File: config.mk
export PLATFORM = sky130hd
export DESIGN_NAME = reg_bus_initiator
export DESIGN_NICKNAME = d
export VERILOG_FILES = /design/src/rtl/reg_bus_initiator.sv
export SDC_FILE = /design/constraint.sdc
export NUM_CORES = 1
export LEC_CHECK = 0
export ABC_AREA = 0
export CORE_ASPECT_RATIO = 0.6
export CORE_MARGIN = 3
export CORE_UTILIZATION = 48
export CTS_BUF_LIST = sky130_fd_sc_hd__clkbuf_2
export CTS_CLUSTER_DIAMETER = 80
export CTS_CLUSTER_SIZE = 12
export DETAILED_ROUTE_END_ITERATION = 16
export PLACE_DENSITY = 0.89
export SYNTH_ARGS = -nofsm -noshare
export SYNTH_HDL_FRONTEND = slang
export SYNTH_SLANG_ARGS = --single-unit
File: constraint.sdc
create_clock -name clk -period 2.8 [get_ports clk]
set_input_delay 0.56 -clock clk [delete_from_list [all_inputs] [get_ports clk]]
set_output_delay 0.56 -clock clk [all_outputs]
set_load 0.02 [all_outputs]
File: src/rtl/reg_bus_initiator.sv
// Command-driven initiator for the single-cycle register bus: turns write/read/poll
// commands into registered bus strobes and returns one response per command.
module reg_bus_initiator #(
  parameter int ADDR_W   = 10,
  parameter int DATA_W   = 32,
  parameter int POLL_MAX = 16
) (
  input  logic              clk,
  input  logic              rst,
  input  logic              cmd_valid,
  output logic              cmd_ready,
  input  logic [1:0]        cmd_op,
  input  logic [ADDR_W-1:0] cmd_addr,
  input  logic [DATA_W-1:0] cmd_wdata,
  input  logic [DATA_W-1:0] cmd_mask,
  output logic              rsp_valid,
  input  logic              rsp_ready,
  output logic [DATA_W-1:0] rsp_data,
  output logic              rsp_err,
  output logic              busy,
  output logic              wr_en,
  output logic              rd_en,
  output logic [ADDR_W-1:0] addr,
  output logic [DATA_W-1:0] wdata,
  input  logic [DATA_W-1:0] rdata
);

  localparam int CNT_W = $clog2(POLL_MAX + 1);
  localparam logic [CNT_W-1:0] ATT_ONE  = CNT_W'(1);
  localparam logic [CNT_W-1:0] ATT_LAST = CNT_W'(POLL_MAX);

  localparam logic [1:0] OP_WR   = 2'b00;
  localparam logic [1:0] OP_RD   = 2'b01;
  localparam logic [1:0] OP_POLL = 2'b10;

  typedef enum logic [2:0] {
    IDLE = 3'd0,
    WR   = 3'd1,
    RD   = 3'd2,
    POLL = 3'd3,
    RESP = 3'd4
  } state_t;

  state_t             state_r, state_s;
  logic [ADDR_W-1:0]  addr_lat_r, addr_lat_s;
  logic [DATA_W-1:0]  wdata_lat_r, wdata_lat_s;
  logic [DATA_W-1:0]  mask_r, mask_s;
  logic [CNT_W-1:0]   attempt_r, attempt_s;
  logic               wr_en_r, wr_en_s;
  logic               rd_en_r, rd_en_s;
  logic [ADDR_W-1:0]  addr_r, addr_s;
  logic [DATA_W-1:0]  wdata_r, wdata_s;
  logic               rsp_valid_r, rsp_valid_s;
  logic [DATA_W-1:0]  rsp_data_r, rsp_data_s;
  logic               rsp_err_r, rsp_err_s;
  logic               poll_hit_s;

  assign cmd_ready = (state_r == IDLE) & ~rst;
  assign busy      = (state_r != IDLE);
  assign wr_en     = wr_en_r;
  assign rd_en     = rd_en_r;
  assign addr      = addr_r;
  assign wdata     = wdata_r;
  assign rsp_valid = rsp_valid_r;
  assign rsp_data  = rsp_data_r;
  assign rsp_err   = rsp_err_r;

  // State register.
  always_ff @(posedge clk) begin
    if (rst) begin
      state_r <= IDLE;
    end else begin
      state_r <= state_s;
    end
  end

  // Next state plus next values of every registered output; strobes default low.
  always_comb begin
    state_s     = state_r;
    addr_lat_s  = addr_lat_r;
    wdata_lat_s = wdata_lat_r;
    mask_s      = mask_r;
    attempt_s   = attempt_r;
    wr_en_s     = 1'b0;
    rd_en_s     = 1'b0;
    addr_s      = '0;
    wdata_s     = '0;
    rsp_valid_s = rsp_valid_r;
    rsp_data_s  = rsp_data_r;
    rsp_err_s   = rsp_err_r;
    poll_hit_s  = ((rdata & mask_r) == (wdata_lat_r & mask_r));
    case (state_r)
      IDLE: begin
        if (cmd_valid) begin
          addr_lat_s  = cmd_addr;
          wdata_lat_s = cmd_wdata;
          mask_s      = cmd_mask;
          case (cmd_op)
            OP_WR: begin
              state_s = WR;
              wr_en_s = 1'b1;
              addr_s  = cmd_addr;
              wdata_s = cmd_wdata;
            end
            OP_RD: begin
              state_s = RD;
              rd_en_s = 1'b1;
              addr_s  = cmd_addr;
            end
            OP_POLL: begin
              state_s   = POLL;
              rd_en_s   = 1'b1;
              addr_s    = cmd_addr;
              attempt_s = ATT_ONE;
            end
            default: begin
              state_s     = RESP;
              rsp_valid_s = 1'b1;
              rsp_data_s  = '0;
              rsp_err_s   = 1'b1;
            end
          endcase
        end else begin
          state_s = IDLE;
        end
      end
      WR: begin
        state_s     = RESP;
        rsp_valid_s = 1'b1;
        rsp_data_s  = '0;
        rsp_err_s   = 1'b0;
      end
      RD: begin
        state_s     = RESP;
        rsp_valid_s = 1'b1;
        rsp_data_s  = rdata;
        rsp_err_s   = 1'b0;
      end
      POLL: begin
        // A hit on the last attempt still wins over the timeout.
        if (poll_hit_s) begin
          state_s     = RESP;
          rsp_valid_s = 1'b1;
          rsp_data_s  = rdata;
          rsp_err_s   = 1'b0;
        end else if (attempt_r == ATT_LAST) begin
          state_s     = RESP;
          rsp_valid_s = 1'b1;
          rsp_data_s  = rdata;
          rsp_err_s   = 1'b1;
        end else begin
          attempt_s = attempt_r + ATT_ONE;
          rd_en_s   = 1'b1;
          addr_s    = addr_lat_r;
        end
      end
      RESP: begin
        if (rsp_ready) begin
          state_s     = IDLE;
          rsp_valid_s = 1'b0;
          rsp_data_s  = '0;
          rsp_err_s   = 1'b0;
        end else begin
          state_s = RESP;
        end
      end
      default: begin
        state_s = IDLE;
      end
    endcase
  end

  // Output and command-latch registers; reset drops everything in flight.
  always_ff @(posedge clk) begin
    if (rst) begin
      addr_lat_r  <= '0;
      wdata_lat_r <= '0;
      mask_r      <= '0;
      attempt_r   <= '0;
      wr_en_r     <= 1'b0;
      rd_en_r     <= 1'b0;
      addr_r      <= '0;
      wdata_r     <= '0;
      rsp_valid_r <= 1'b0;
      rsp_data_r  <= '0;
      rsp_err_r   <= 1'b0;
    end else begin
      addr_lat_r  <= addr_lat_s;
      wdata_lat_r <= wdata_lat_s;
      mask_r      <= mask_s;
      attempt_r   <= attempt_s;
      wr_en_r     <= wr_en_s;
      rd_en_r     <= rd_en_s;
      addr_r      <= addr_s;
      wdata_r     <= wdata_s;
      rsp_valid_r <= rsp_valid_s;
      rsp_data_r  <= rsp_data_s;
      rsp_err_r   <= rsp_err_s;
    end
  end

endmodule

# Word-level counts from Yosys, hierarchy flattened

Cells that the tools add are included.

Reduce and logical (&&, ||, !) cells: 15
Bitwise operators: 7
Equal/unequal tests: 15
Mux-type cells: 36
Add/sub/neg operators: 1

Operators with widths:

| cell                                                            | number |
|---|---|
| 32-bit 2-to-1 mux                                               | 5 |
| 32-bit one-hot mux with 5 select lines                          | 1 |
| 32-bit bitwise AND                                              | 2 |
| 10-bit 2-to-1 mux                                               | 4 |
| 32-bit == test                                                  | 1 |
| 5-bit 2-to-1 mux                                                | 4 |
| 10-bit one-hot mux with 2 select lines                          | 1 |
| 5-bit AND reduction                                             | 3 |
| 3-bit 2-to-1 mux                                                | 4 |
| 3-bit one-hot mux with 4 select lines                           | 1 |
| 1-bit 2-to-1 mux                                                | 11 |
| 2-bit != test, second input constant                            | 5 |
| 5-bit one-hot mux with 2 select lines                           | 1 |
| 3-bit one-hot mux with 3 select lines                           | 1 |
| 1-bit one-hot mux with 4 select lines                           | 2 |
| 3-bit by 2-bit == test with 1-bit output, second input constant | 2 |
| 3-bit OR reduction                                              | 2 |
| 5-bit by 1-bit adder with 5-bit output, second input constant   | 1 |
| 5-bit == test, second input constant                            | 1 |
| 5-bit nonzero test                                              | 1 |
| 1-bit inverter                                                  | 4 |
| 4-bit nonzero test                                              | 1 |
| 2-bit OR reduction                                              | 2 |
| 4-bit OR reduction                                              | 1 |
| 13 further kinds                                                | 13 |

Output and inout bits: 80
Input bits: 112
Flip-flop bits (word level): 160
Logic and storage cells: 86

# Depth between registers and ports, before layout

Gate-level depths: netlist (run 1).

Depth after elaboration: 5
Gate-level depth with buffers: 8
Gate-level depth less buffers: 6

# Worst setup path after synthesis (run 1)

Ideal clock, no wire load.

Path kind: input to register
From: input rdata[6]
To: register attempt_r[0]
Data required time: 2.667 ns
Arrival: 2.037 ns
Path slack: 0.630 ns
Stages on the path: 7
Path buffers: 1
Setup time: 0.133 ns
Cell sequence: xor2_1 -> a22oi_2 -> nand4_2 -> or4_1 -> buf_4 -> a221oi_2 -> a211oi_2

Cells in the longest elaborated chain, start to end: 4

RTL lines:

| element                       | RTL line | source |
|---|---|---|
| from (decl)                   | 25       | `input logic [DATA_W-1:0] rdata` |
| 32-bit bitwise AND            | 91       | `poll_hit_s = ((rdata & mask_r) == (wdata_lat_r & mask_r));` |
| 32-bit == test                | 91       |  |
| 2-bit != test (no line)       | -        |  |
| 5-bit AND reduction (no line) | -        |  |
| to (signal assigned)          | 191      | `attempt_r <= attempt_s;` |
| to (decl)                     | 48       | `logic [CNT_W-1:0] attempt_r, attempt_s;` |

No other way between the ends.
A chain may end at the register's enable or synchronous reset.

# Worst setup path in the final report (run 1)

From: register state_r[0]
To: output busy

Cells in the longest elaborated chain, start to end: 1

RTL lines:

| element                | RTL line | source |
|---|---|---|
| from (decl)            | 44       | `state_t state_r, state_s;` |
| from (signal assigned) | 73       | `state_r <= state_s;` |
| 3-bit nonzero test     | 59       | `assign busy = (state_r != IDLE);` |
| to (decl)              | 20       | `output logic busy,` |

No other way between the ends.

==> flow_summary_export.csv, run 1 <==
group,metric,value,unit
timing,relSlewSlack,0.595,
logic_synthesis,yosysTopAreaCell,"dfxtp_1",
clock_tree,numCtsBuffers,17,
floorplan,die_width,154,microns
floorplan,die_h,94.9,microns
clock_tree,cts_tree,"yes",
logic_synthesis,ys_types,38,
layout,n_fill_cell,1009,
placed_design,globalplace.congestion,0.894,
placed_design,io_buffers,191,
critical_path,cpPeakStageDelay,0.56,ns
floorplan,die_area,14600,sq um
job,max_cap_violations,0,
timing,worstMarginPinSlew,0.608,ns
critical_path,crit_path_start_kind,"register",
timing,finalHoldViolations,0,
timing,fmax,379,MHz
pwr,ir_worst_vdd,0.275,mV
detailed_routing,drt_first_pass_iters,5,
placed_design,dp_hpwl,14800,microns
logic_synthesis,netlist.area_leader.share,0.507,
detailed_routing,wl_per_cell,17.8,microns
detailed_routing,vias,6076,
placed_design,pre_cts_ws,-0.141,ns
placed_design,place_area,8540,sq um
clock_tree,clock_latency,0.71,ns
floorplan,fp-row-count,31,
detailed_routing,drt-initial-drc-count,504,
logic_synthesis,async_flop_share,0,
logic_synthesis,synth_edf_count,0,
critical_path,crit_path_end_kind,"output port",
critical_path,required,2.24,ns
global_route,grt_pass1_wl,30400,microns
layout,syn2layout_area_growth,39.1,%
critical_path,cp_max_fo,7,
detailed_routing,avgViaCountPerCell,5.48,
timing,grt_setup_unrepaired,"no",
timing,drv_slew,0,
layout,final_area,8790,sq um
detailed_routing,routed_wirelength,19800,microns
outcome,status,"completed",
floorplan,ios,192,
pwr,p_leak,3.28,nW
detailed_routing,remaining_drc_errors,0,
timing,fin_skew,0.0297,ns
global_route,grt_start_max_net_pins,57,
critical_path,cp_num_buf_inv,2,
layout,n_antenna_cell,0,
clock_tree,cts.sinks,160,
critical_path,regToRegSetupSlack,0.58,ns
clock_tree,cts_root_buf,"clkbuf_2",
logic_synthesis,synth_nets,852,
floorplan,coreArea,12500,sq um
clock_tree,postCtsSetupBuffers,0,
global_route,grt_usage,0.266,
clock_tree,cts.clk_slew.worst_paths,0.25,ns
logic_synthesis,synth_area_leaders,"dfxtp_1 (51%), nand2_1 (11%), a21oi_1 (6.6%), xor2_1 (4.4%), o211ai_1 (4.2%)",
timing,period_needed,2.64,ns
logic_synthesis,synthCells,735,
timing,post-route-period-util,0.943,
layout,drive_gt1_frac,0.0953,
critical_path,worstPathArrival,2.08,ns
layout,most-common-layout-cells,"nand2_1 (189), clkdlybuf4s50_1 (189), dfxtp_1 (160), a21oi_1 (83), nand3_1 (43)",
timing,setup-violations-final,0,
critical_path,crit_chain,"nor3_4 > inv_1 > clkdlybuf4s50_1",
critical_path,crit_type,"reg -> out",
logic_synthesis,yosysWarningCount,0,
worst_hold_path,hp-class,"in -> reg",
clock_tree,clock_path_buffers,2,
critical_path,crit_slowest_cell,"clkdlybuf4s50_1",
logic_synthesis,syn_avg_cell_area,8.59,sq um
logic_synthesis,seq_area_frac_synth,0.507,
pwr,powerDensity,536,nW/um^2
layout,nets,1048,
logic_synthesis,yosys_most_used_dff,"dfxtp_1",
critical_path,cp_top_family,"buffers and inverters",
logic_synthesis,synth-seq-cells,160,
global_route,grt_pass1_vias,5581,
clock_tree,cts.htree.levels,4,
timing,fin_ws,0.160,ns
global_route,antenna_found_initial,1,
detailed_routing,antenna_left,0,
global_route,gr-total-overflow,0,
pwr,power,4.71,mW
logic_synthesis,syn-cell-area,6320,sq um
floorplan,start_util,0.507,
==> final cells by class <==
type                       count  area (sq um)  area share
clock inverter                15           154      0.0175
sequential                   160          3200       0.365
multi-input combinational    513          2860       0.326
clock buffer                  17          85.1     0.00968
timing repair buffer         234          2260       0.257
inverter                       5          18.8     0.00214
tap                          165           206      0.0235
==> where the power goes <==
| group | total [mW] | internal (mW) | switching [mW] | leakage [nW] |
|---|---|---|---|---|
| registers | 2.49 | 2.40 | 0.0846 | 1.30 |
| logic | 0.967 | 0.442 | 0.525 | 1.83 |
| clock network | 1.25 | 0.352 | 0.901 | 0.140 |
| total | 4.71 | 3.20 | 1.51 | 3.28 |
==> flip-flops by register name, summed over array words and instances, names as in the netlist, 3 cells and up <==
name         count
mask_r          32
rsp_data        32
wdata           32
wdata_lat_r     32
addr            10
addr_lat_r      10
attempt_r        5
state_r          3
==> kinds of logic after synthesis <==
kind of cell / share of synthesized area
buffers and inverters: 0.0436
AND/OR/NAND/NOR: 0.211
multiplexers: 0.00158
adder cells (fa/ha/maj): 0.00990
XOR/XNOR: 0.0444
flip-flops: 0.507
AO/OA/AOI/OAI: 0.183
==> metrics by stage <==
step / hold WS, ns / utilization / TNS (ns) / std cells
global route: 0.187 / 0.706 / 0 / 1109
detailed placement: 0.449 / 0.686 / -4.21 / 1077
CTS: 0.198 / 0.705 / 0 / 1109
global placement: 0.444 / 0.686 / -2.76 / 1077
finish: 0.246 / 0.706 / 0 / 1109
floorplan: 0.436 / - / 0 / 735
==> synthesized netlist by cell type, types with 4 or more instances <==
master      n
buf_2       4
ha_1        5
a22o_1     10
nor2_1      5
a22oi_1    13
nor3_1      5
nand4_1     4
a31oi_1    32
clkbuf_1   39
dfxtp_1   160
and2_1     33
xor2_1     32
buf_1       8
o211ai_1   35
buf_6       4
nand3_1    43
a21oi_1    83
nand2_1   190
inv_1       5
==> routing by layer <==
layer	vias up	routed length [microns]	track usage	part of all wire
li1	2937	-	-	-
met1	2821	9110	0.393	0.46
met4	2	290	0.0647	0.015
met5	-	13	0	0.00066
met3	26	1970	0.0769	0.10
met2	290	8380	0.381	0.42
==> path summary, 6_finish.rpt <==
| kind | cells past startpoint | end | from |
|---|---|---|---|
| worst max-delay path | 3 | busy | state_r[0]$_SDFFE_PP0P_ |
| worst min-delay path | 2 | rsp_data[12]$_SDFFE_PP0P_ | rst |
| worst max register to register | 7 | rsp_data[20]$_SDFFE_PP0P_ | wdata_lat_r[13]$_SDFFE_PP0P_ |
| worst min register to register | 2 | addr_lat_r[0]$_SDFFE_PP0P_ | addr_lat_r[0]$_SDFFE_PP0P_ |
==> worst reg2reg max path: cells and delay by family (launching register included) <==
kind	cells	cell delay, ns
buf+inv	1	0.23
flops	1	0.38
compound gates	2	0.37
xor+xnor	1	0.17
simple gates	3	1.00
==> timing repair <==
item / CTS / global route
gates resized for setup: 2 / 1
setup endpoints to repair: 2 / 1
hold buffers: 0 / 0
Power figures use the tool's default switching activity.
==> run 2: changes to the inputs <==
Settings changed: CORE_MARGIN 3 to 4.
==> run 2 against run 1 <==
Net effect:
- largest cell class unchanged
- worst hold slack gained 0.024 ns
- global-route usage shrank 1.1 points
- core utilization shrank 2.3 points
- count of clock-buffer cells in the layout is the same
- clock power is essentially flat
- final area shrank 0.20%
- critical path depth is the same
- sequential share of layout area grew 0.073 points
- die area grew 3.4%
- clock skew grew 0.0021 ns
- sequential cell count is the same
- critical endpoint unchanged
==> flow_summary_export.csv, run 2 (synthesized netlist as in run 1, its figures left out) <==
group,metric,value,unit
layout,syn2layout_area_growth,38.8,%
timing,worstMarginPinSlew,0.811,ns
pwr,p_leak,3.26,nW
global_route,antenna_found_initial,2,
worst_hold_path,hp-class,"in -> reg",
global_route,grt_pass1_wl,30500,microns
timing,relSlewSlack,0.460,
clock_tree,cts.sinks,160,
floorplan,fp-row-count,32,
global_route,grt_start_max_net_pins,75,
placed_design,place_area,8520,sq um
clock_tree,cts_tree,"yes",
clock_tree,numCtsBuffers,17,
layout,most-common-layout-cells,"nand2_1 (189), clkdlybuf4s50_1 (189), dfxtp_1 (160), a21oi_1 (83), nand3_1 (43)",
timing,drv_slew,0,
detailed_routing,remaining_drc_errors,0,
floorplan,ios,192,
critical_path,crit_type,"reg -> out",
floorplan,coreArea,12900,sq um
outcome,status,"completed",
clock_tree,clock_latency,0.71,ns
pwr,power,4.75,mW
timing,setup_tns,0,ns
critical_path,crit_path_start_kind,"register",
placed_design,io_buffers,191,
layout,final_area,8770,sq um
timing,fin_skew,0.0318,ns
pwr,p_int,3.22,mW
timing,post-route-period-util,0.929,
critical_path,cpPeakStageDelay,0.55,ns
clock_tree,clock_path_buffers,2,
layout,n_antenna_cell,0,
placed_design,pre_cts_ws,-0.139,ns
global_route,gr-total-overflow,0,
pwr,pwr-share-comb,0.209,
detailed_routing,wl_per_cell,18.0,microns
critical_path,worstPathArrival,2.04,ns
detailed_routing,routed_wirelength,19900,microns
critical_path,crit_path_end_kind,"output port",
critical_path,cp_max_fo,7,
global_route,grt_usage,0.255,
floorplan,start_util,0.491,
detailed_routing,antenna_left,0,
critical_path,cp_num_buf_inv,2,
layout,nets,1042,
layout,stdcell_count,1108,
pwr,pwr-share-seq,0.524,
clock_tree,cts_root_buf,"clkbuf_2",
layout,drive_gt1_frac,0.0906,
clock_tree,postCtsSetupBuffers,0,
layout,finish.utilization,0.682,
placed_design,globalplace.congestion,0.891,
timing,fmax,384,MHz
critical_path,required,2.24,ns
placed_design,dp_hpwl,14800,microns
critical_path,crit_slowest_cell,"clkdlybuf4s50_1",
critical_path,cp_top_family,"buffers and inverters",
global_route,grt_pass1_vias,5661,
timing,hold_ws,0.270,ns
pwr,swShare,0.322,
clock_tree,cts.clk_slew.worst_paths,0.26,ns
critical_path,crit_chain,"nor3_4 > inv_1 > clkdlybuf4s50_1",
timing,grt_setup_unrepaired,"no",
floorplan,die_h,96.9,microns
timing,fin_ws,0.199,ns
detailed_routing,avgViaCountPerCell,5.47,
floorplan,die_width,156,microns
pwr,power.switching,1.53,mW
detailed_routing,drt_first_pass_iters,5,
timing,finalHoldViolations,0,
detailed_routing,drt-initial-drc-count,440,
placed_design,dp_cells,1076,
detailed_routing,vias,6062,
pwr,clockPowerShare,0.267,
pwr,ir_worst_vdd,0.254,mV
timing,period_needed,2.60,ns
job,max_cap_violations,0,
timing,setup-violations-final,0,
clock_tree,cts.htree.levels,4,
pwr,powerDensity,542,nW/um^2
floorplan,die_area,15100,sq um
## run 2: changes by cell type in the layout (fill, tap and decap cells not counted), sizes merged
| cell | change |
|---|---|
| buf | -6 |
| clkinv | -2 |
| inv | +2 |
## run 2: worst paths after layout
path / cells after the start / from / end / slack, ns
worst max-delay path: 3 / state_r[0]$_SDFFE_PP0P_ / busy / 0.20
worst min-delay path: 2 / rst / addr_lat_r[2]$_SDFFE_PP0P_ / 0.27
worst max register to register: 9 / wdata_lat_r[28]$_SDFFE_PP0P_ / rsp_err$_SDFFE_PP0P_ / 0.47
worst min register to register: 2 / mask_r[27]$_SDFFE_PP0P_ / mask_r[27]$_SDFFE_PP0P_ / 0.47
## run 2: cell type report
type | instances | area [sq um]
multi-input cells | 513 | 2860
repair buffers | 228 | 2240
flip-flops and latches | 160 | 3200
fillers | 1029 | 4080
clock buffers | 17 | 85.1
clock inverters | 15 | 150
inverters | 5 | 18.8
well taps | 170 | 213
## run 2: power by group through the flow
stage                     Clock (mW)  Sequential (mW)  Combinational (mW)
after floorplan                    0             2.55               0.469
after global placement             0             2.53               0.969
after detailed placement           0             2.53               0.985
after CTS                       1.28             2.49               0.989
after global routing            1.37             2.51                1.07
final                           1.27             2.49               0.994
## run 2: layer usage
layer  up-vias  global-route usage  part of all wire
met3        23               0.106              0.11
met5         -                   0            0.0014
met1      2892               0.364              0.46
met2       231               0.360              0.42
li1       2912                   -                 -
met4         4              0.0540             0.010
## run 2: what timing repair did
action                     4_1_cts  5_1_grt
hold buffers                     0        0
resized for setup                3        0
setup endpoints to repair        2        0
==> run 3: changes to the inputs <==
Settings changed: CELL_PAD_IN_SITES_DETAIL_PLACEMENT set to 0, CELL_PAD_IN_SITES_GLOBAL_PLACEMENT set to 1, CORE_UTILIZATION 48 to 35, PLACE_DENSITY 0.89 to 0.88, SLEW_MARGIN set to 10.
==> run 3 against run 2 <==
Net effect:
- count of clock-buffer cells in the layout unchanged
- sequential power barely moved
- largest cell class unchanged
- non-clock buffer count rose by 7
- first-iteration DRC count rose by 27%
- die area up 34%
- critical path type unchanged
- clock skew grew 0.0072 ns
- combinational power is 2.5% lower
- critical endpoint unchanged
==> flow_summary_export.csv, run 3 (synthesized netlist as in run 1, its figures left out) <==
group,metric,value,unit
clock_tree,clock_path_buffers,2,
layout,nets,1049,
clock_tree,cts.htree.levels,4,
clock_tree,cts.sinks,160,
pwr,power,4.78,mW
critical_path,worstPathArrival,2.06,ns
global_route,grt_start_max_net_pins,75,
global_route,grt_pass1_wl,31500,microns
detailed_routing,remaining_drc_errors,0,
worst_hold_path,hp-class,"in -> reg",
timing,fmax,382,MHz
timing,drv_slew,0,
global_route,grt_pass1_vias,5489,
critical_path,cp_top_family,"buffers and inverters",
worst_hold_path,min_path_cells,3,
placed_design,pre_cts_ws,-0.0955,ns
placed_design,globalplace.congestion,0.924,
layout,drive_gt1_frac,0.0952,
global_route,grt_usage,0.196,
detailed_routing,drt-initial-drc-count,560,
placed_design,dp_hpwl,15000,microns
critical_path,cp_num_buf_inv,2,
layout,n_antenna_cell,0,
critical_path,rr_startpoint,"wdata_lat_r[26]$_SDFFE_PP0P_",
timing,finalHoldViolations,0,
critical_path,crit_type,"reg -> out",
floorplan,fp-row-count,37,
critical_path,cp_max_fo,7,
layout,finish.utilization,0.510,
worst_hold_path,whs_endpoint,"wdata[16]$_SDFF_PP0_",
critical_path,r2r_end,"rsp_data[28]$_SDFFE_PP0P_",
timing,relSlewSlack,0.295,
global_route,gr-total-overflow,0,
timing,grt_setup_unrepaired,"no",
detailed_routing,routed_wirelength,20700,microns
outcome,status,"completed",
layout,most-common-layout-cells,"nand2_1 (189), clkdlybuf4s50_1 (189), dfxtp_1 (160), a21oi_1 (83), buf_4 (44)",
floorplan,die_area,20300,sq um
timing,setup-violations-final,0,
pwr,p_leak,3.28,nW
detailed_routing,wl_per_cell,17.6,microns
pwr,swShare,0.317,
floorplan,start_util,0.363,
job,max_cap_violations,0,
floorplan,die_width,181,microns
floorplan,die_h,112,microns
detailed_routing,vias,5892,
timing,period_needed,2.62,ns
clock_tree,cts_tree,"yes",
worst_hold_path,hold_start,"rst",
floorplan,ios,192,
clock_tree,numCtsBuffers,17,
clock_tree,postCtsSetupBuffers,0,
clock_tree,cts_root_buf,"clkbuf_2",
critical_path,cpPeakStageDelay,0.55,ns
detailed_routing,antenna_left,0,
critical_path,required,2.24,ns
timing,fin_ws,0.181,ns
critical_path,crit_slowest_cell,"clkdlybuf4s50_1",
critical_path,crit_chain,"nor3_4 > inv_1 > clkdlybuf4s50_1",
floorplan,coreArea,17400,sq um
clock_tree,clock_latency,0.74,ns
detailed_routing,drt_first_pass_iters,5,
pwr,pwr-share-comb,0.202,
global_route,antenna_found_initial,5,
timing,post-route-period-util,0.935,
critical_path,crit_path_start_kind,"register",
pwr,clockPowerShare,0.278,
pwr,pwr-share-seq,0.520,
pwr,ir_worst_vdd,0.218,mV
critical_path,regToRegSetupSlack,0.54,ns
clock_tree,cts.clk_slew.worst_paths,0.27,ns
pwr,power.switching,1.52,mW
pwr,powerDensity,539,nW/um^2
critical_path,crit_path_end_kind,"output port",
critical_path,r2r_cells,9,
placed_design,io_buffers,191,
pwr,p_int,3.27,mW
layout,syn2layout_area_growth,40.5,%
detailed_routing,avgViaCountPerCell,5.00,
timing,fin_skew,0.0390,ns
timing,worstMarginPinSlew,1.05,ns
==> run 3: cell types whose count changed in the layout (fill, tap and decap cells not counted), sizes merged <==
cell and delta:
inv -3, bufinv +1, clkinv +2, buf +7
==> run 3: cell type report <==
cell class                 count  area [sq um]
fill                        1706          8530
sequential                   160          3200
multi-input combinational    513          2860
timing repair buffer         235          2250
tap                          234           293
clock inverter                15           160
clock buffer                  17          85.1
inverter                       5          18.8
==> run 3: worst max-delay path by stage <==
stage,start,endpoint,cells past startpoint
detailed placement,rdata[9],rsp_data[28]$_SDFFE_PP0P_,10
CTS,state_r[0]$_SDFFE_PP0P_,busy,3
finish,state_r[0]$_SDFFE_PP0P_,busy,3
floorplan,rdata[6],attempt_r[0]$_SDFFE_PP0P_,7
global placement,rdata[12],rsp_data[25]$_SDFFE_PP0P_,9
global route,state_r[0]$_SDFFE_PP0P_,busy,3
==> run 3: stage by stage <==
| step | hold WS, ns | std cells | area [sq um] | TNS (ns) |
|---|---|---|---|---|
| 6_report | 0.274 | 1179 | 8870 | 0 |
| 5_1_grt | 0.208 | 1179 | 8870 | 0 |
| 4_1_cts | 0.212 | 1179 | 8870 | 0 |
| 3_5_place_dp | 0.448 | 1147 | 8620 | -2.39 |
| 3_3_place_gp | 0.444 | 1147 | 8620 | -1.94 |
| 2_1_floorplan | 0.436 | 735 | 6320 | 0 |
==> run 3: layer usage <==
metal,wire length [microns],global-route usage,share of wire,vias to the layer above
met1,10400,0.301,0.50,2677
met2,7850,0.250,0.38,251
met3,2210,0.0845,0.11,23
met4,200,0.0395,0.0096,10
li1,-,-,-,2931
met5,70,0,0.0034,-
==> run 3: power groups by stage <==
stage	combinational, mW	clock, mW	sequential [mW]
final	0.969	1.33	2.49
after global routing	1.05	1.45	2.50
after CTS	0.969	1.36	2.48
after detailed placement	0.966	0	2.53
after global placement	0.963	0	2.53
after floorplan	0.469	0	2.55
==> run 3: what timing repair did <==
item,in CTS,in global routing
gates cloned,0,0
gates resized for setup,2,1
hold buffers,0,0
endpoints found under the setup margin,2,1
==> run 3: worst register-to-register path, cell delays in order (launching register included) <==
cell	delay [ns]
dfxtp_1	0.38
xor2_1	0.17
a22oi_1	0.22
buf_4	0.14
nand4_1	0.16
buf_4	0.19
nor4_4	0.34
buf_12	0.24
o211ai_1	0.15
a31oi_1	0.20
==> edit 1 (settings of run 2) <==
Set the parameter `POLL_MAX` to 32 (it was 16).
--- a/src/rtl/reg_bus_initiator.sv
+++ b/src/rtl/reg_bus_initiator.sv
@@ -3,7 +3,7 @@
 module reg_bus_initiator #(
   parameter int ADDR_W   = 10,
   parameter int DATA_W   = 32,
-  parameter int POLL_MAX = 16
+  parameter int POLL_MAX = 32
 ) (
   input  logic              clk,
   input  logic              rst,
Behaviour: same outputs for any inputs over 4 cycles, from zero or initial values and one cycle with rst high; that may be too few to reach the edited logic, so the function may still have changed.
==> edit 1 against run 2 <==
- synthesized area is 5.3% lower
- fmax is 2.0% higher
- design area is 3.1% lower
- via count is 8.4% lower
- register-to-register slack worse by 130 ps
- setup slack better by 51 ps
- utilization is 2.0 points higher
- power is 2.5% lower
- sequential cell count is 1 higher
- wire length is 10% lower
==> edit 1: results (changes against run 2) <==
- Synthesized Nets: 772 (-9.4%)
- Synth cell types: 36 (-5.3%)
- Fillers: 927 (-9.9%)
- GR Layer Usage met2: 35.9% (-0.097 points)
- Post-Layout Cell Count: 1034 (-6.7%)
- GRT Total Usage: 24.5% (-1.0 points)
- Hold Startpoint: cmd_mask[14]
- Final #Nets: 973 (-6.6%)
- Mean post-synth cell area: 9.13 µm² (+6.2%)
- Clock Pin Slew Worst Setup and Hold Paths: 280 ps (+20 ps)
- R2R Path Start: wdata_lat_r[1]
- Max FO, Critical Path: 10 (+3)
- Hold Crit Depth: 3 (+1)
- GR Layer Usage met3: 9.07% (-1.5 points)
- Arrival time worst endpoint: 1990 ps (-50 ps)
- Outcome: complete, no violations
- Post-route clock skew: 56.0 ps (+24.1 ps)
- Largest net degree at the start of global routing: 57 (-24%)
- H-tree Lvls: 4 (unchanged)
- NetSw: 1.43 mW (-6.4%)
- Vias/cell: 5.37 (-1.8%)
- Tcrit/Tclk final: 91.1% (-1.8 points)
- Worst Tran Pin Value: 1130 ps (+323 ps)
- Hold Path Sink: mask_r[14]
- Iteration-0 DRC count of the detailed router: 361 (-18%)
- Skew-Pair Late Insertion Delay: 710 ps (about the same)
- Sequential share of the synthesized area: 53.9% (+3.2 points)
- Grt met1 use: 34.2% (-2.2 points)
- CTS Buffer Depth: 2 (unchanged)
- Final hold slack: 345 ps (+75.2 ps)
- Reg2reg path depth: 7 (-2)
- Max VDD drop: 320 µV (+26%)
- Routability cong.: 0.871 (-2.3%)
- Commonest cells in the netlist: 168 x nand2_1, 161 x dfxtp_1, 81 x a21oi_1, 37 x clkbuf_1, 33 x and2_1
- Final WL: 17900 µm (-10%)
- Share of cells above drive strength 1: 12.3% (+3.3 points)
- Post-placement cell area: 8260 µm² (-3.1%)
- Largest cells by area after synthesis: dfxtp_1 54%, nand2_1 11%, a21oi_1 6.8%, a32o_2 5.6%, xor2_1 4.7%
- Static Leak: 3.45 nW (+5.7%)
- First-pass GRT wire length: 27800 µm (-9.0%)
- Vias in the first global route: 5144 (-9.1%)
- Total iterations of the first detailed-routing run: 6 (+1)
- RR Endpoint: rsp_data[12]
- Post-detail-place hpwl: 12900 µm (-13%)
==> edit 1: cell count changes after synthesis, sizes merged, moves of 11 or more <==
cell	delta
a31oi	-28
a32o	+32
o211ai	-31
nand3	-23
buf	-11
nand2	-22
==> edit 1: timing repair <==
action / 4_1_cts / 5_1_grt
endpoints found under the hold margin: 0 / 0
setup endpoints to repair: 2 / 0
gates resized for setup: 3 / 0
==> edit 1: kinds of logic after synthesis <==
group / count (synthesis) / synth area share [%]
AND/OR/NAND/NOR: 244 / 17.9
flip-flops: 161 / 53.9
AO/OA/AOI/OAI: 157 / 18.6
adder cells (fa/ha/maj): 5 / 1.05
buffers and inverters: 56 / 3.91
XOR/XNOR: 32 / 4.69
==> edit 1: power by group through the flow <==
stage / Sequential (mW) / Clock, mW / Combinational, mW
final: 2.49 / 1.25 / 0.895
after detailed placement: 2.53 / 0 / 0.892
after global placement: 2.53 / 0 / 0.879
after CTS: 2.49 / 1.28 / 0.896
after floorplan: 2.56 / 0 / 0.377
after global routing: 2.51 / 1.39 / 0.968
==> edit 1: how the worst max path moves through the flow <==
stage                          start           to  slack [ps]  cells past startpoint
after floorplan            rdata[21]  rsp_data[1]         380                      8
final                     state_r[2]         busy         250                      3
after global placement     rdata[18]  rsp_data[2]        -230                      8
after detailed placement    rdata[1]  rsp_data[4]        -250                      8
after global routing      state_r[2]         busy          80                      3
after CTS                 state_r[2]         busy         180                      3
==> edit 1: stage by stage <==
step                      total power, mW  setup slack [ps]
final                                4.63               249
after detailed placement             3.42              -249
after floorplan                      2.93               383
after global placement               3.41              -232
after global routing                 4.86              77.5
after CTS                            4.67               181
==> edit 1: layer usage <==
metal / up-vias / part of all wire [%]
met5: - / 0.21
met4: 4 / 1.4
met3: 28 / 10
met2: 252 / 42
met1: 2619 / 46
li1: 2650 / -
==> edit 1: layout make-up <==
class	count	area (µm²)	share of cell area, %
flip-flops and latches	161	3220	37.9
multi-input cells	438	2550	30.0
repair buffers	226	2230	26.3
well taps	165	206	2.43
clock inverters	14	150	1.77
clock buffers	18	90.1	1.06
inverters	12	45.0	0.530
==> edit 1: worst min-delay path, stage by stage <==
cell             delay (ps)
clkdlybuf4s50_1         400
nand2_1                  50
a21oi_1                  50
==> edit 2 (config.mk and constraints of run 2) <==
Without the edit above. Put one more register stage on the output `rsp_err`, with the module's reset. The value now appears one clock later. The other outputs are not delayed to match.
--- a/src/rtl/reg_bus_initiator.sv
+++ b/src/rtl/reg_bus_initiator.sv
@@ -63,7 +63,13 @@
   assign wdata     = wdata_r;
   assign rsp_valid = rsp_valid_r;
   assign rsp_data  = rsp_data_r;
-  assign rsp_err   = rsp_err_r;
+  always_ff @(posedge clk) begin
+    if (rst) begin
+      rsp_err <= '0;
+    end else begin
+      rsp_err <= rsp_err_r;
+    end
+  end
 
   // State register.
   always_ff @(posedge clk) begin
Formal check against the unedited RTL: not equivalent (a bounded check fails within 4 cycles, from zero or initial values and one cycle with rst high).
==> edit 2 against run 2 <==
- synthesized area fell by 6.7%
- power down 1.6%
- clock skew decreased by 4.5 ps
- combinational power is 11% lower
- wire length fell by 10%
- sequential cell count increased by 1
- setup slack worse by 4.8 ps
- register-to-register slack worse by 30 ps
- design area down 5.5%
- utilization increased by 0.69 points
- die area decreased by 6.2%
- fmax down 0.18%
==> edit 2: results (changes against run 2) <==
- GRT Total Usage: 25.4% (-0.087 points)
- Reg2reg path depth: 7 (-2)
- Max incr delay on CP: 420 ps (-130 ps)
- Max FO, Critical Path: 6 (-1)
- Post-placement cell area: 8030 µm² (-5.7%)
- Sequential share of the synthesized area: 54.7% (+4.0 points)
- Switching share of power: 30.4% (-1.8 points)
- WL per Instance: 17.5 µm (-2.9%)
- Final hold slack: 229 ps (-40.6 ps)
- Vias in the first global route: 5139 (-9.2%)
- Synthesized Nets: 782 (-8.2%)
- Outcome: complete, no violations
- Largest cells by area after synthesis: dfxtp_1 55%, nand2_1 9.8%, a21oi_1 7.1%, a32oi_1 4.8%, xor2_1 4.8%
- Largest net degree at the start of global routing: 89 (+19%)
- Synth cell types: 35 (-7.9%)
- CTS Root Buffer Type: clkbuf_2
- Commonest cells in the netlist: 161 x dfxtp_1, 154 x nand2_1, 84 x a21oi_1, 47 x nor2_1, 34 x clkbuf_1
- Total iterations of the first detailed-routing run: 5 (unchanged)
- H-tree Lvls: 4 (unchanged)
- Static Leak: 3.17 nW (-2.8%)
- Yosys Warn Count: 0 (unchanged)
- Hold Path Sink: rsp_data[29]
- Antenna cells: 0 (unchanged)
- RR Endpoint: attempt_r[3]
- Post-Layout Cell Count: 1023 (-7.7%)
- CP max-delay cell: dfxtp_1
- First-pass GRT wire length: 27600 µm (-9.7%)
- Crit path max-delay family: buffers and inverters
- DRC: 0 (unchanged)
- I/O Buffers: 191 (unchanged)
- Final #Nets: 962 (-7.7%)
- Num CTS Buffers: 17 (unchanged)
- Iteration-0 DRC count of the detailed router: 370 (-16%)
- Area of the core: 12000 µm² (-6.4%)
- R2R Path Start: wdata_lat_r[30]
- Cell count after placement: 991 (-7.9%)
- Hold Crit Depth: 2 (unchanged)
- Clock Pin Slew Worst Setup and Hold Paths: 230 ps (-30 ps)
- Post-detail-place hpwl: 12900 µm (-13%)
- Antenna violations before repair: 0 (-2)
- FF-to-FF setup slack: 440 ps (-30 ps)
- Routability cong.: 0.873 (-2.1%)
- Hold Startpoint: rst
- Min-delay worst type: in -> reg
- CTS Buffer Depth: 2 (unchanged)
- Cells after Synth: 665 (-9.5%)
- Post-route clock skew: 27.3 ps (-4.50 ps)
- Async set-reset flop share out of synthesis: 0% (unchanged)
- Max VDD drop: 300 µV (+18%)
- Main synth FF type: dfxtp_1
- Slew headroom: 14.1% (-32 points)
- Vias/cell: 5.28 (-3.4%)
- Share of cells above drive strength 1: 6.53% (-2.5 points)
edit 2: cell types whose count changed in the layout (fill, tap and decap cells not counted), sizes merged, moves of 10 or more:
| cell | run 2 | this run |
|---|---|---|
| a22o | 10 | 0 |
| a22oi | 16 | 26 |
| a31oi | 32 | 1 |
| a32oi | 0 | 32 |
| buf | 38 | 19 |
| nand2 | 190 | 155 |
| nand3 | 43 | 5 |
| nor2 | 5 | 47 |
| o211ai | 35 | 2 |
edit 2: kinds of logic (layout without fill, tap and decap cells):
| group | Yosys count | in the layout | share of synthesized area, % |
|---|---|---|---|
| xor+xnor | 32 | 32 | 4.75 |
| buf+inv | 54 | 247 | 3.63 |
| simple gates | 260 | 260 | 19.3 |
| fa+ha+maj | 5 | 5 | 1.06 |
| compound gates | 152 | 152 | 16.4 |
| flops | 161 | 161 | 54.7 |
| mux | 1 | 1 | 0.170 |
edit 2: how the worst max path moves through the flow:
| stage | start | to | slack, ps | depth (start not counted) |
|---|---|---|---|---|
| 2_1_floorplan | rdata[19] | attempt_r[0] | 670 | 9 |
| 3_3_place_gp | rdata[30] | attempt_r[3] | -210 | 8 |
| 3_5_place_dp | rdata[21] | attempt_r[3] | -210 | 8 |
| 4_1_cts | state_r[1] | busy | 90 | 3 |
| 5_1_grt | state_r[1] | cmd_ready | 10 | 4 |
| 6_report | state_r[1] | cmd_ready | 190 | 4 |
edit 2: power by group through the flow:
stage	sequential, mW	clock [mW]	combinational (mW)
detailed placement	2.54	0	0.887
CTS	2.50	1.32	0.889
finish	2.50	1.29	0.889
floorplan	2.57	0	0.398
global placement	2.54	0	0.872
global route	2.51	1.42	0.970
edit 2: through the flow:
stage	utilization, %	setup slack, ps
after floorplan	-	668
after global placement	66.8	-207
after detailed placement	66.8	-206
after CTS	68.9	87.7
after global routing	68.9	11.2
final	68.9	194
edit 2: area by class of cell:
cell class,instances,area [µm²]
repair buffers,209,2110
clock buffers,18,90.1
flip-flops and latches,161,3220
fillers,1001,3740
well taps,165,206
clock inverters,14,155
multi-input cells,450,2480
inverters,6,22.5
edit 2: metal layers:
metal	share of wire [%]	GRT usage (%)	vias up
li1	-	-	2614
met1	46	36.4	2510
met2	41	35.9	256
met3	11	9.02	26
met4	1.7	7.16	0
met5	0	0	-
edit 2: repair_timing:
action,in CTS,in global routing
gates resized for setup,2,2
setup endpoints to repair,2,2
cloned,0,0
